[src/rtl/mv_to_adc_code.sv]
// Millivolt-to-ADC-code converter: code = (mv << SHIFT_BITS) / SCALING_FACTOR using a restoring divider.
// Define MV_TO_ADC_ROUND_EN for round-half-up instead of truncation.
module mv_to_adc_code #(
    parameter int SCALING_FACTOR = 106,
    parameter int SHIFT_BITS     = 13,
    parameter int CODE_WIDTH     = 16
) (
    input  logic                  clk,
    input  logic                  reset,
    input  logic [CODE_WIDTH-1:0] mv_in,
    input  logic                  mv_valid,
    output logic                  mv_ready,
    output logic [CODE_WIDTH-1:0] adc_code,
    output logic                  code_valid,
    input  logic                  code_ready,
    output logic                  overflow,
    output logic                  busy
);

    localparam int DIV_BITS = CODE_WIDTH + SHIFT_BITS;
    localparam int REM_W    = $clog2(SCALING_FACTOR) + 1;
    localparam int CNT_W    = $clog2(DIV_BITS + 1);

    localparam logic [REM_W:0] DIVISOR = (REM_W + 1)'(SCALING_FACTOR);

    localparam logic [1:0] IDLE   = 2'd0;
    localparam logic [1:0] DIVIDE = 2'd1;
    localparam logic [1:0] DONE   = 2'd2;

    logic [1:0]          state;
    logic [DIV_BITS-1:0] dividend;
    logic [DIV_BITS-2:0] quotient;
    logic [REM_W-1:0]    remainder;
    logic [CNT_W-1:0]    count;

    logic [REM_W:0]      trial;
    logic [REM_W-1:0]    diff;
    logic [REM_W-1:0]    rem_next;
    logic                q_bit;
    logic [DIV_BITS-1:0] quot_next;
    logic                quot_ovf;
    logic                last_step;
    logic [DIV_BITS-1:0] load_dividend;

`ifdef MV_TO_ADC_ROUND_EN
    assign load_dividend = {mv_in, {SHIFT_BITS{1'b0}}} + DIV_BITS'(SCALING_FACTOR >> 1);
`else
    assign load_dividend = {mv_in, {SHIFT_BITS{1'b0}}};
`endif

    // The remainder stays below the divisor, so a trial value never reaches 2^REM_W
    // and the subtraction can be done on the low REM_W bits.
    always_comb begin
        trial     = {remainder, dividend[DIV_BITS-1]};
        q_bit     = (trial >= DIVISOR);
        diff      = trial[REM_W-1:0] - DIVISOR[REM_W-1:0];
        rem_next  = q_bit ? diff : trial[REM_W-1:0];
        quot_next = {quotient, q_bit};
        quot_ovf  = |quot_next[DIV_BITS-1:CODE_WIDTH];
        last_step = (count == CNT_W'(DIV_BITS - 1));
    end

    always_ff @(posedge clk or negedge reset) begin
        if (!reset) begin
            state      <= IDLE;
            dividend   <= '0;
            quotient   <= '0;
            remainder  <= '0;
            count      <= '0;
            mv_ready   <= 1'b1;
            adc_code   <= '0;
            code_valid <= 1'b0;
            overflow   <= 1'b0;
            busy       <= 1'b0;
        end else begin
            case (state)
                IDLE: begin
                    if (mv_valid && mv_ready) begin
                        dividend  <= load_dividend;
                        remainder <= '0;
                        quotient  <= '0;
                        count     <= '0;
                        state     <= DIVIDE;
                        mv_ready  <= 1'b0;
                        busy      <= 1'b1;
                    end
                end
                DIVIDE: begin
                    dividend  <= dividend << 1;
                    remainder <= rem_next;
                    quotient  <= quot_next[DIV_BITS-2:0];
                    count     <= count + 1'b1;
                    if (last_step) begin
                        state      <= DONE;
                        code_valid <= 1'b1;
                        overflow   <= quot_ovf;
                        adc_code   <= quot_ovf ? '1 : quot_next[CODE_WIDTH-1:0];
                    end
                end
                DONE: begin
                    // New input is only accepted from the cycle after the transfer.
                    if (code_ready) begin
                        code_valid <= 1'b0;
                        state      <= IDLE;
                        mv_ready   <= 1'b1;
                        busy       <= 1'b0;
                    end
                end
                default: begin
                    state      <= IDLE;
                    mv_ready   <= 1'b1;
                    code_valid <= 1'b0;
                    busy       <= 1'b0;
                end
            endcase
        end
    end

endmodule

[config.mk]
export PLATFORM = sky130hd
export DESIGN_NAME = mv_to_adc_code
export DESIGN_NICKNAME = d
export VERILOG_FILES = /design/src/rtl/mv_to_adc_code.sv
export SDC_FILE = /design/constraint.sdc
export NUM_CORES = 1
export LEC_CHECK = 0
export ABC_AREA = 1
export BUFFER_PORTS_ARGS = -buffer_cell sky130_fd_sc_hd__buf_4
export CAP_MARGIN = 10
export CORE_UTILIZATION = 25
export DETAILED_ROUTE_END_ITERATION = 12
export GPL_ROUTABILITY_DRIVEN = 0
export PLACE_DENSITY = 0.43
export SLEW_MARGIN = 5
export SYNTH_ARGS = -nofsm -noshare
export SYNTH_HDL_FRONTEND = slang
export SYNTH_SLANG_ARGS = --single-unit
[constraint.sdc]
create_clock -name clk -period 3.32 [get_ports clk]
set_input_delay 0.498 -clock clk [delete_from_list [all_inputs] [get_ports clk]]
set_output_delay 0.498 -clock clk [all_outputs]
set_load 0.03 [all_outputs]
==> run metrics, run 1 <==
Overflow after GRT 0; H-tree levels 3; Clock transition at path regs 0.06 ns; reg2reg setup slack 1.43 ns; startpoint type of the worst setup path flip-flop; first-pass GRT wire length 12.7 mm; internal cell power 2.61 mW; CP cell instances inv_2 > nor2_8 > inv_4 > nand2_4 > inv_2 > a21oi_1 > a21oi_1; vias in the first global route between 2,000 and 3,000; via count around 2,700; Slew Limit Headroom 0.316; layout cell share with drive strength beyond 1 0.158; worst vdd rail ir drop ~0.27 mV; Final Setup Violations 0; Syn-to-layout area delta 20.3%; clock share of power 0.231; clk_skew roughly 0.013 ns; Post-Synthesis Cells between 300 and 400; yosys warns 0; Initial Utilization 0.261; Antenna diodes 0; Skew-Pair Late Insertion Delay approximately 0.34 ns; drt first pass iters 4; crit path max fanout 63; drt drc 0; fin crit period 1.89 ns; FFs w/ async S/R, synth 1.00; CP max stage delay between 0.4 and 0.5 ns; number of hold buffers added after CTS 0; critical path class flip-flop to flip-flop; worst r2r path cells 7; crit path DAT between 2 and 2.5 ns; Die W between 100 and 150 um; sw power between 1.5 and 2 mW; Max clock buf depth 2; fin nets between 400 and 500; design area roughly 4200 sq um; Multi-input gate area 1170 sq um; Setup Fix Bufs, Post-CTS 0; Syn Area/Cell around 9.0 sq um; fillers approximately 1,400; DP HPWL 4.58 mm; reg-to-reg endpoint count[2]; Max Cap Viol 0; most frequent cells after synthesis nand2_1, dfrtp_1, inv_1, o21ai_0, o22ai_1; Avg WL per Cell 12.0 um; largest net degree at the start of global routing 80; fmax 528 MHz; synthesized net count 414; ranking of synthesized cells by area dfrtp_1, nand2_1, inv_1, o21ai_0, o22ai_1; die area about 15,000 sq um; Core Area 13,500 sq um; post-CTS sizing 0; synthesized cell area around 3500 sq um; status finished, final reports clean; register area share after synthesis 0.562; count leader, synth nand2_1; Post-synth EDFFs 0; CTS root buf clkbuf_16; Sink Count 79; Least-Margin Pin Slew 1.03 ns; Final period util 0.571; Seq cells post-synth 79; DR vias/cell between 4 and 5; Worst setup EP type flip-flop; num rows between 40 and 50; IO Count 40; Final Hold Vio Count 0; initial antenna violation count 0; post-synth top area share 0.555; Worst Hold Class input pin to async pin; Comb pwr share 0.411; library cells used by synthesis 31; PortBufs 39; GR Util All Layers 0.110; post-route ant nets 0; Critical-path top delay cell nand2_4; Die Span Y ~120 um; Synth area leader dfrtp_1; CTS tree built; 1st-iter DRT viols 160; RSZ-0062 raised after global routing false; Post-Route WL ~7.3 mm; Setup TNS 0 ns; Sw Share 0.409; Max Slew Vio Count 0; Synth Flop Type dfrtp_1; DP Area between 3000 and 4000 sq um; worst reg2reg startpoint state[0]; Leakage 2.12 nW; cts bufs inserted 9; FF+latch area 1980 sq um; P per Cell Area 1040 nW/um^2; Critical Path RT approximately 3.6 ns; Reg power frac 0.358
[power by group through the flow]
stage	Clock (mW)	Combinational [mW]	Sequential, mW
final	1.02	1.82	1.59
after global routing	1.09	2.10	1.64
after CTS	1.06	1.86	1.59
after detailed placement	0	1.85	1.61
after global placement	0	1.82	1.61
after floorplan	0	1.25	1.75
[per-layer routing]
metal,GRT usage,wire [um]
met3,0.0297,269
met2,0.168,3270
met1,0.148,3630
met4,0.0386,87
met5,0,0
[state kept, by name, indices dropped and copies added (netlist names)]
| signal | flops |
|---|---|
| mv_ready | 1 |
| state | 2 |
| count | 5 |
| busy | 1 |
| adc_code | 16 |
| quotient | 28 |
| code_valid | 1 |
| overflow | 1 |
| dividend | 16 |
| remainder | 8 |
[per-stage QoR]
step | utilization | total power [mW] | instances | hold slack [ns] | setup WS, ns
final | 0.314 | 4.43 | 606 | 0.319 | 1.43
after global routing | 0.314 | 4.83 | 606 | 0.409 | 1.19
after CTS | 0.314 | 4.51 | 606 | 0.380 | 1.39
after detailed placement | 0.290 | 3.46 | 590 | 0.472 | 1.41
after global placement | 0.290 | 3.43 | 590 | 0.471 | 1.45
after floorplan | - | 2.99 | 391 | 0.202 | 1.88
[worst max-delay path: cells and delay by family, from the launching register on]
family / cells / cell delay, ns
DFF: 1 / 0.40
and+or+nand+nor: 2 / 0.46
AOI/OAI and AO/OA: 2 / 0.20
buffers and inverters: 3 / 0.72
[layout by cell type (no fill, tap or decap), types with 5 or more instances in the layout]
cell type  instances
o21ai_0           39
nand2_1           98
dfrtp_1           78
a21oi_1            5
buf_4             40
o22ai_1           25
nor2_1             9
clkbuf_16          9
o211ai_1          16
inv_1             62
nand3_1           12
[cells by family after synthesis]
family,after synthesis,share of synthesized area
buffers and inverters,83,0.105
muxes,1,0.00284
AOI/OAI and AO/OA,89,0.148
adders and majority gates,3,0.0107
xor gates and xnor gates,3,0.00747
and+or+nand+nor,133,0.164
DFF,79,0.562
[final cells by class]
class,instances,share of cell area
Sequential cell,79,0.467
Multi-Input combinational cell,229,0.277
Timing Repair Buffer,40,0.0709
Inverter,66,0.0591
Clock buffer,9,0.0532
Tap cell,176,0.0520
Clock inverter,7,0.0213
[worst max path at each step]
stage	from	endpoint	slack, ns	cells past startpoint
after global routing	state[0]	count[2]	1.19	7
after detailed placement	state[0]	count[2]	1.41	7
after floorplan	remainder[0]	remainder[6]	1.88	11
final	state[0]	count[2]	1.43	7
after CTS	state[0]	count[2]	1.39	7
after global placement	state[0]	count[2]	1.45	7
Note: power is estimated with default switching activity, not from simulation.
==> inputs of run 2 (changes only) <==
--- a/config.mk
+++ b/config.mk
@@ -5,13 +5,13 @@
 export SDC_FILE = /design/constraint.sdc
 export NUM_CORES = 1
 export LEC_CHECK = 0
-export ABC_AREA = 1
+export ABC_AREA = 0
 export BUFFER_PORTS_ARGS = -buffer_cell sky130_fd_sc_hd__buf_4
 export CAP_MARGIN = 10
 export CORE_UTILIZATION = 25
 export DETAILED_ROUTE_END_ITERATION = 12
 export GPL_ROUTABILITY_DRIVEN = 0
-export PLACE_DENSITY = 0.43
+export PLACE_DENSITY = 0.44
 export SLEW_MARGIN = 5
 export SYNTH_ARGS = -nofsm -noshare
 export SYNTH_HDL_FRONTEND = slang
==> constraint.sdc (replaced) <==
create_clock -name clk -period 1.7 [get_ports clk]
set_input_delay 0.255 -clock clk [delete_from_list [all_inputs] [get_ports clk]]
set_output_delay 0.255 -clock clk [all_outputs]
set_load 0.03 [all_outputs]
==> run metrics, run 2 <==
Initial Utilization 0.256 (was 0.261); post-route ant nets 0 (unchanged); Final period util 0.971 (was 0.571); fin nets 356 (was 448); Post-Route WL 7.27 mm (was 7.26 mm); fin crit period 1.65 ns (was 1.89 ns); Die Span Y 118 um (was 121 um); Top reg by flops quotient (unchanged); GR Util All Layers 0.117 (was 0.110); Final Setup Violations 0 (unchanged); commonest non-fill, non-tap cell in the layout dfrtp_1 (was nand2_1); clk_skew 0.00881 ns (was 0.0132 ns); Synth area leader dfrtp_1 (unchanged); startpoint type of the worst setup path flip-flop (unchanged); Hold Crit Start mv_in[0]; Max Cap Viol 0 (unchanged); count leader, synth dfrtp_1 (was nand2_1); Seq cells post-synth 79 (unchanged); Avg WL per Cell 14.1 um (was 12.0 um); Hold Slack 0.161 ns (was 0.319 ns); commonest cells after routing, fill and taps aside dfrtp_1, buf_4, a22o_1 (was nand2_1, dfrtp_1, inv_1); drt drc 0 (unchanged); FFs w/ async S/R, synth 1.00 (unchanged); crit path DAT 1.87 ns (was 2.15 ns); vias in the first global route 2,437 (was 2,640); Synth Flop Type dfrtp_1 (unchanged); critical path class flip-flop to flip-flop (unchanged); Worst Hold Class input pin to flip-flop (was input pin to async pin); biggest registers after layout quotient x28, adc_code x16, dividend x16 (unchanged); Die W 118 um (was 121 um); first-pass GRT wire length 12.7 mm (about the same); Max Slew Vio Count 0 (unchanged); 1st-iter DRT viols 150 (was 160); crit path max fanout 16 (was 63); DP Area 4020 sq um (was 3920 sq um); Overflow after GRT 0 (unchanged); worst vdd rail ir drop 0.580 mV (was 0.265 mV); Sink Count 79 (unchanged); Syn-to-layout area delta 28.6% (was 20.3%); Overall Power 7.79 mW (was 4.43 mW); Core Area 13,200 sq um (was 13,500 sq um); worst r2r path cells 5 (was 7); Post-Synthesis Cells 280 (was 391); PortBufs 39 (unchanged); Final Hold Vio Count 0 (unchanged); library cells used by synthesis 50 (was 31); synthesized net count 303 (was 414); largest net degree at the start of global routing 55 (was 80); Clock transition at path regs 0.06 ns (about the same); hold depth 2; Max clock buf depth 2 (unchanged); post-synth top area share 0.576 (was 0.555); CP Launch Point quotient[22] (was state[0]); Worst setup EP type flip-flop (unchanged); H-tree levels 3 (unchanged); design area 4360 sq um (was 4240 sq um); Setup Fix Bufs, Post-CTS 0 (unchanged); register area share after synthesis 0.584 (was 0.562); Post-synth EDFFs 0 (unchanged); Setup TNS 0 ns (unchanged); Critical Path RT 1.92 ns (was 3.58 ns); initial antenna violation count 0 (unchanged); Least-Margin Pin Slew 0.410 ns (was 1.03 ns); max reg flops 28 (unchanged); die area 14,000 sq um (was 14,600 sq um); Leakage 1.91 nW (was 2.12 nW); synthesized cell area 3390 sq um (was 3520 sq um); Slew Limit Headroom 0.727 (was 0.316); Skew-Pair Late Insertion Delay 0.34 ns (about the same); fmax 606 MHz (was 528 MHz); DP Worst Slack 0.0107 ns (was 1.41 ns); DP HPWL 4.75 mm (was 4.58 mm); CTS root buf clkbuf_16 (unchanged); ranking of synthesized cells by area dfrtp_1, a22o_1, mux2i_1, o22a_1, o21ai_1 (was dfrtp_1, nand2_1, inv_1, o21ai_0, o22ai_1); Worst Slack Setup Final 0.0498 ns (was 1.43 ns); RSZ-0062 raised after global routing true (was false); drt first pass iters 4 (unchanged); cts bufs inserted 9 (unchanged); Syn Area/Cell 12.1 sq um (was 9.00 sq um); num rows 42 (unchanged); Antenna diodes 0 (unchanged); worst reg2reg startpoint quotient[22] (was state[0]); yosys warns 0 (unchanged); IO Count 40 (unchanged); status finished, final reports clean (unchanged); via count 2,390 (was 2,688); P per Cell Area 1790 nW/um^2 (was 1040 nW/um^2); most frequent cells after synthesis dfrtp_1, a22o_1, o21ai_1, nand2_1 (was nand2_1, dfrtp_1, inv_1, o21ai_0, o22ai_1); CTS tree built (unchanged); layout cell share with drive strength beyond 1 0.263 (was 0.158); DR vias/cell 4.65 (was 4.44)
run 2: cell count changes in the layout (fill, tap and decap cells not counted), moves of 18 or more:
cell	before	now
nand2_1	98	22
inv_1	62	5
o21ai_0	39	4
a22o_1	0	31
o22ai_1	25	1
o21ai_1	3	24
buf_4	40	58
run 2: final timing paths:
| path | endpoint | slack [ns] |
|---|---|---|
| setup / recovery | adc_code[2] | 0.05 |
| hold / removal | dividend[13] | 0.16 |
| setup reg to reg | adc_code[2] | 0.05 |
| hold reg to reg | count[4] | 0.48 |
| max in group asynchronous | quotient[22] | 0.75 |
| min in group asynchronous | state[1] | 0.40 |
run 2: metal layers:
layer  track usage  up-vias  share of wire
li1              -     1149              -
met1         0.157     1178           0.49
met2         0.168       57           0.44
met3        0.0468        6          0.059
met4        0.0411        0          0.012
met5             0        -              0
run 2: power by group:
group          internal (mW)  switching [mW]  total, mW
Combinational           1.32            1.39       2.71
Sequential              2.51           0.550       3.06
Clock                   1.23           0.791       2.02
run 2: cell type report:
type | count | area, sq um
fill | 1397 | 8890
inverter | 5 | 18.8
tap | 176 | 220
multi-input combinational | 175 | 1310
sequential | 79 | 1980
clock inverter | 5 | 62.6
clock buffer | 11 | 253
timing repair buffer | 63 | 517
run 2: cell families (layout without fill, tap and decap cells):
kind of cell	after synthesis	in the layout	synth area share
AOI/OAI and AO/OA	101	101	0.224
buffers and inverters	26	84	0.0340
muxes	16	16	0.0473
and+or+nand+nor	53	53	0.0942
xor gates and xnor gates	2	2	0.00517
adders and majority gates	3	3	0.0111
DFF	79	79	0.584
run 2: stage by stage:
step	util	std cells
CTS	0.328	514
global route	0.329	514
global placement	0.304	497
detailed placement	0.304	497
finish	0.329	514
floorplan	-	280
run 2: critical path: stages (launching register included):
cell and delay [ns]:
dfrtp_1 0.37, or4_4 0.55, nor3_4 0.16, nand4_4 0.10, buf_6 0.18, o22a_1 0.18
run 2: what timing repair did:
| action | 4_1_cts | 5_1_grt |
|---|---|---|
| endpoints found under the setup margin | 0 | 18 |
| endpoints found under the hold margin | 29 | 0 |
| hold buffers | 1 | 0 |
| gates resized for setup | 0 | 2 |
==> inputs of run 3 (changes only) <==
--- a/config.mk
+++ b/config.mk
@@ -9,9 +9,10 @@
 export BUFFER_PORTS_ARGS = -buffer_cell sky130_fd_sc_hd__buf_4
 export CAP_MARGIN = 10
 export CORE_UTILIZATION = 25
+export CTS_CLUSTER_SIZE = 8
 export DETAILED_ROUTE_END_ITERATION = 12
 export GPL_ROUTABILITY_DRIVEN = 0
-export PLACE_DENSITY = 0.44
+export PLACE_DENSITY = 0.46
 export SLEW_MARGIN = 5
 export SYNTH_ARGS = -nofsm -noshare
 export SYNTH_HDL_FRONTEND = slang
==> run metrics, run 3 (synthesis gave the netlist of run 2 again) <==
drt drc 0 (unchanged); critical path depth in cells 5 (unchanged); post-route ant nets 0 (unchanged); Final Setup Violations 0 (unchanged); CTS root buf clkbuf_16 (unchanged); Sink Count 79 (unchanged); design area 4400 sq um (was 4360 sq um); Syn-to-layout area delta 29.9% (was 28.6%); initial antenna violation count 0 (unchanged); fmax 590 MHz (was 606 MHz); fin nets 360 (was 356); Setup Fix Bufs, Post-CTS 0 (unchanged); Placed Instances 501 (was 497); Clock transition at path regs 0.06 ns (about the same); drt first pass iters 4 (unchanged); via count 2,369 (was 2,390); Final Hold Vio Count 0 (unchanged); Least-Margin Pin Slew 0.426 ns (was 0.410 ns); vias in the first global route 2,385 (was 2,437); Worst Hold Class input pin to flip-flop (unchanged); Die W 118 um (unchanged); Worst setup EP type flip-flop (unchanged); layout cell share with drive strength beyond 1 0.272 (was 0.263); H-tree levels 3 (unchanged); first-pass GRT wire length 12.5 mm (was 12.7 mm); Multi-input gate area 1310 sq um (about the same); largest net degree at the start of global routing 36 (was 55); FF+latch area 1980 sq um (unchanged); Core Area 13,200 sq um (unchanged); Max Cap Viol 0 (unchanged); Antenna diodes 0 (unchanged); die area 14,000 sq um (unchanged); Critical Path RT 1.92 ns (about the same); worst r2r path cells 5 (unchanged); worst vdd rail ir drop 0.692 mV (was 0.580 mV); Skew-Pair Late Insertion Delay 0.33 ns (was 0.34 ns); RSZ-0062 raised after global routing true (unchanged); PortBufs 39 (unchanged); Post-Route WL 7.25 mm (was 7.27 mm); status finished, final reports clean (unchanged); Non-Filler Instances 518 (was 514); Max clock buf depth 2 (unchanged); Critical-path top delay cell or4_4 (unchanged); DP HPWL 4.90 mm (was 4.75 mm); GR Util All Layers 0.114 (was 0.117); Worst Path Buf+Inv 1 (unchanged); Initial Utilization 0.256 (unchanged); CTS tree built (unchanged); DR vias/cell 4.57 (was 4.65); critical path class flip-flop to flip-flop (unchanged); Top reg by flops quotient (unchanged); fillers 1,374 (was 1,397); Leakage 1.94 nW (was 1.91 nW); commonest non-fill, non-tap cell in the layout dfrtp_1 (unchanged); crit path DAT 1.91 ns (was 1.87 ns); CP max stage delay 0.55 ns (about the same); Overflow after GRT 0 (unchanged); P per Cell Area 1790 nW/um^2 (about the same); CP cell instances or4_4 > nor3_4 > nand4_4 > buf_8 > o22a_1 (was or4_4 > nor3_4 > nand4_4 > buf_6 > o22a_1); cts bufs inserted 9 (unchanged); hold depth 2 (unchanged); IO Count 40 (unchanged); commonest cells after routing, fill and taps aside dfrtp_1, buf_4, a22o_1 (unchanged); Die Span Y 118 um (unchanged); num rows 42 (unchanged); startpoint type of the worst setup path flip-flop (unchanged); Slew Limit Headroom 0.714 (was 0.727); DP Area 4050 sq um (was 4020 sq um); biggest registers after layout quotient x28, adc_code x16, dividend x16 (unchanged); clk_skew 0.00580 ns (was 0.00881 ns); Avg WL per Cell 14.0 um (was 14.1 um); 1st-iter DRT viols 164 (was 150); DP Worst Slack -0.0274 ns (was 0.0107 ns); Max Slew Vio Count 0 (unchanged); fin crit period 1.69 ns (was 1.65 ns); crit path max fanout 15 (was 16); Worst Slack Setup Final 0.00645 ns (was 0.0498 ns); Crit path max-delay family simple AND/OR/NAND/NOR gates (unchanged); Final period util 0.996 (was 0.971); max reg flops 28 (unchanged)
-- run 3: cell type report --
class,instances,area share
Clock buffer,10,0.0520
Multi-Input combinational cell,175,0.298
Timing Repair Buffer,67,0.125
Sequential cell,79,0.450
Clock inverter,6,0.0213
Inverter,5,0.00426
Tap cell,176,0.0500
-- run 3: what timing repair did --
item | CTS | global route
pin swaps | 0 | 1
resized for setup | 1 | 3
endpoints found under the hold margin | 25 | 0
setup endpoints to repair | 14 | 20
hold buffers | 1 | 0
-- run 3: path summary, 6_finish.rpt --
kind | endpoint | slack [ns] | start
min in group asynchronous | adc_code[6] | 0.40 | reset
worst min register to register | dividend[26] | 0.48 | dividend[26]
worst min-delay path | dividend[13] | 0.16 | mv_in[0]
worst max-delay path | adc_code[6] | 0.006 | quotient[22]
max in group asynchronous | mv_ready | 0.64 | reset
worst max register to register | adc_code[6] | 0.006 | quotient[22]
-- run 3: power by group --
group / internal, mW / total [mW] / switching (mW)
clock network: 1.30 / 2.07 / 0.775
registers: 2.51 / 3.05 / 0.539
logic: 1.35 / 2.77 / 1.41
-- run 3: per-stage QoR --
step / hold WS (ns) / TNS (ns) / util / power [mW]
2_1_floorplan: -0.0406 / 0 / - / 4.89
3_3_place_gp: 0.214 / -0.0950 / 0.306 / 5.84
3_5_place_dp: 0.212 / -0.225 / 0.306 / 5.87
4_1_cts: 0.157 / -0.134 / 0.331 / 8.00
5_1_grt: 0.162 / -0.814 / 0.332 / 8.44
6_report: 0.162 / 0 / 0.332 / 7.89
-- run 3: metal layers --
layer | part of all wire | global-route usage | vias to the layer above | wire length, um
met5 | 0 | 0 | - | 0
met4 | 0.013 | 0.0403 | 0 | 93
met1 | 0.51 | 0.158 | 1146 | 3670
met3 | 0.049 | 0.0362 | 8 | 353
met2 | 0.43 | 0.165 | 54 | 3140
li1 | - | - | 1161 | -
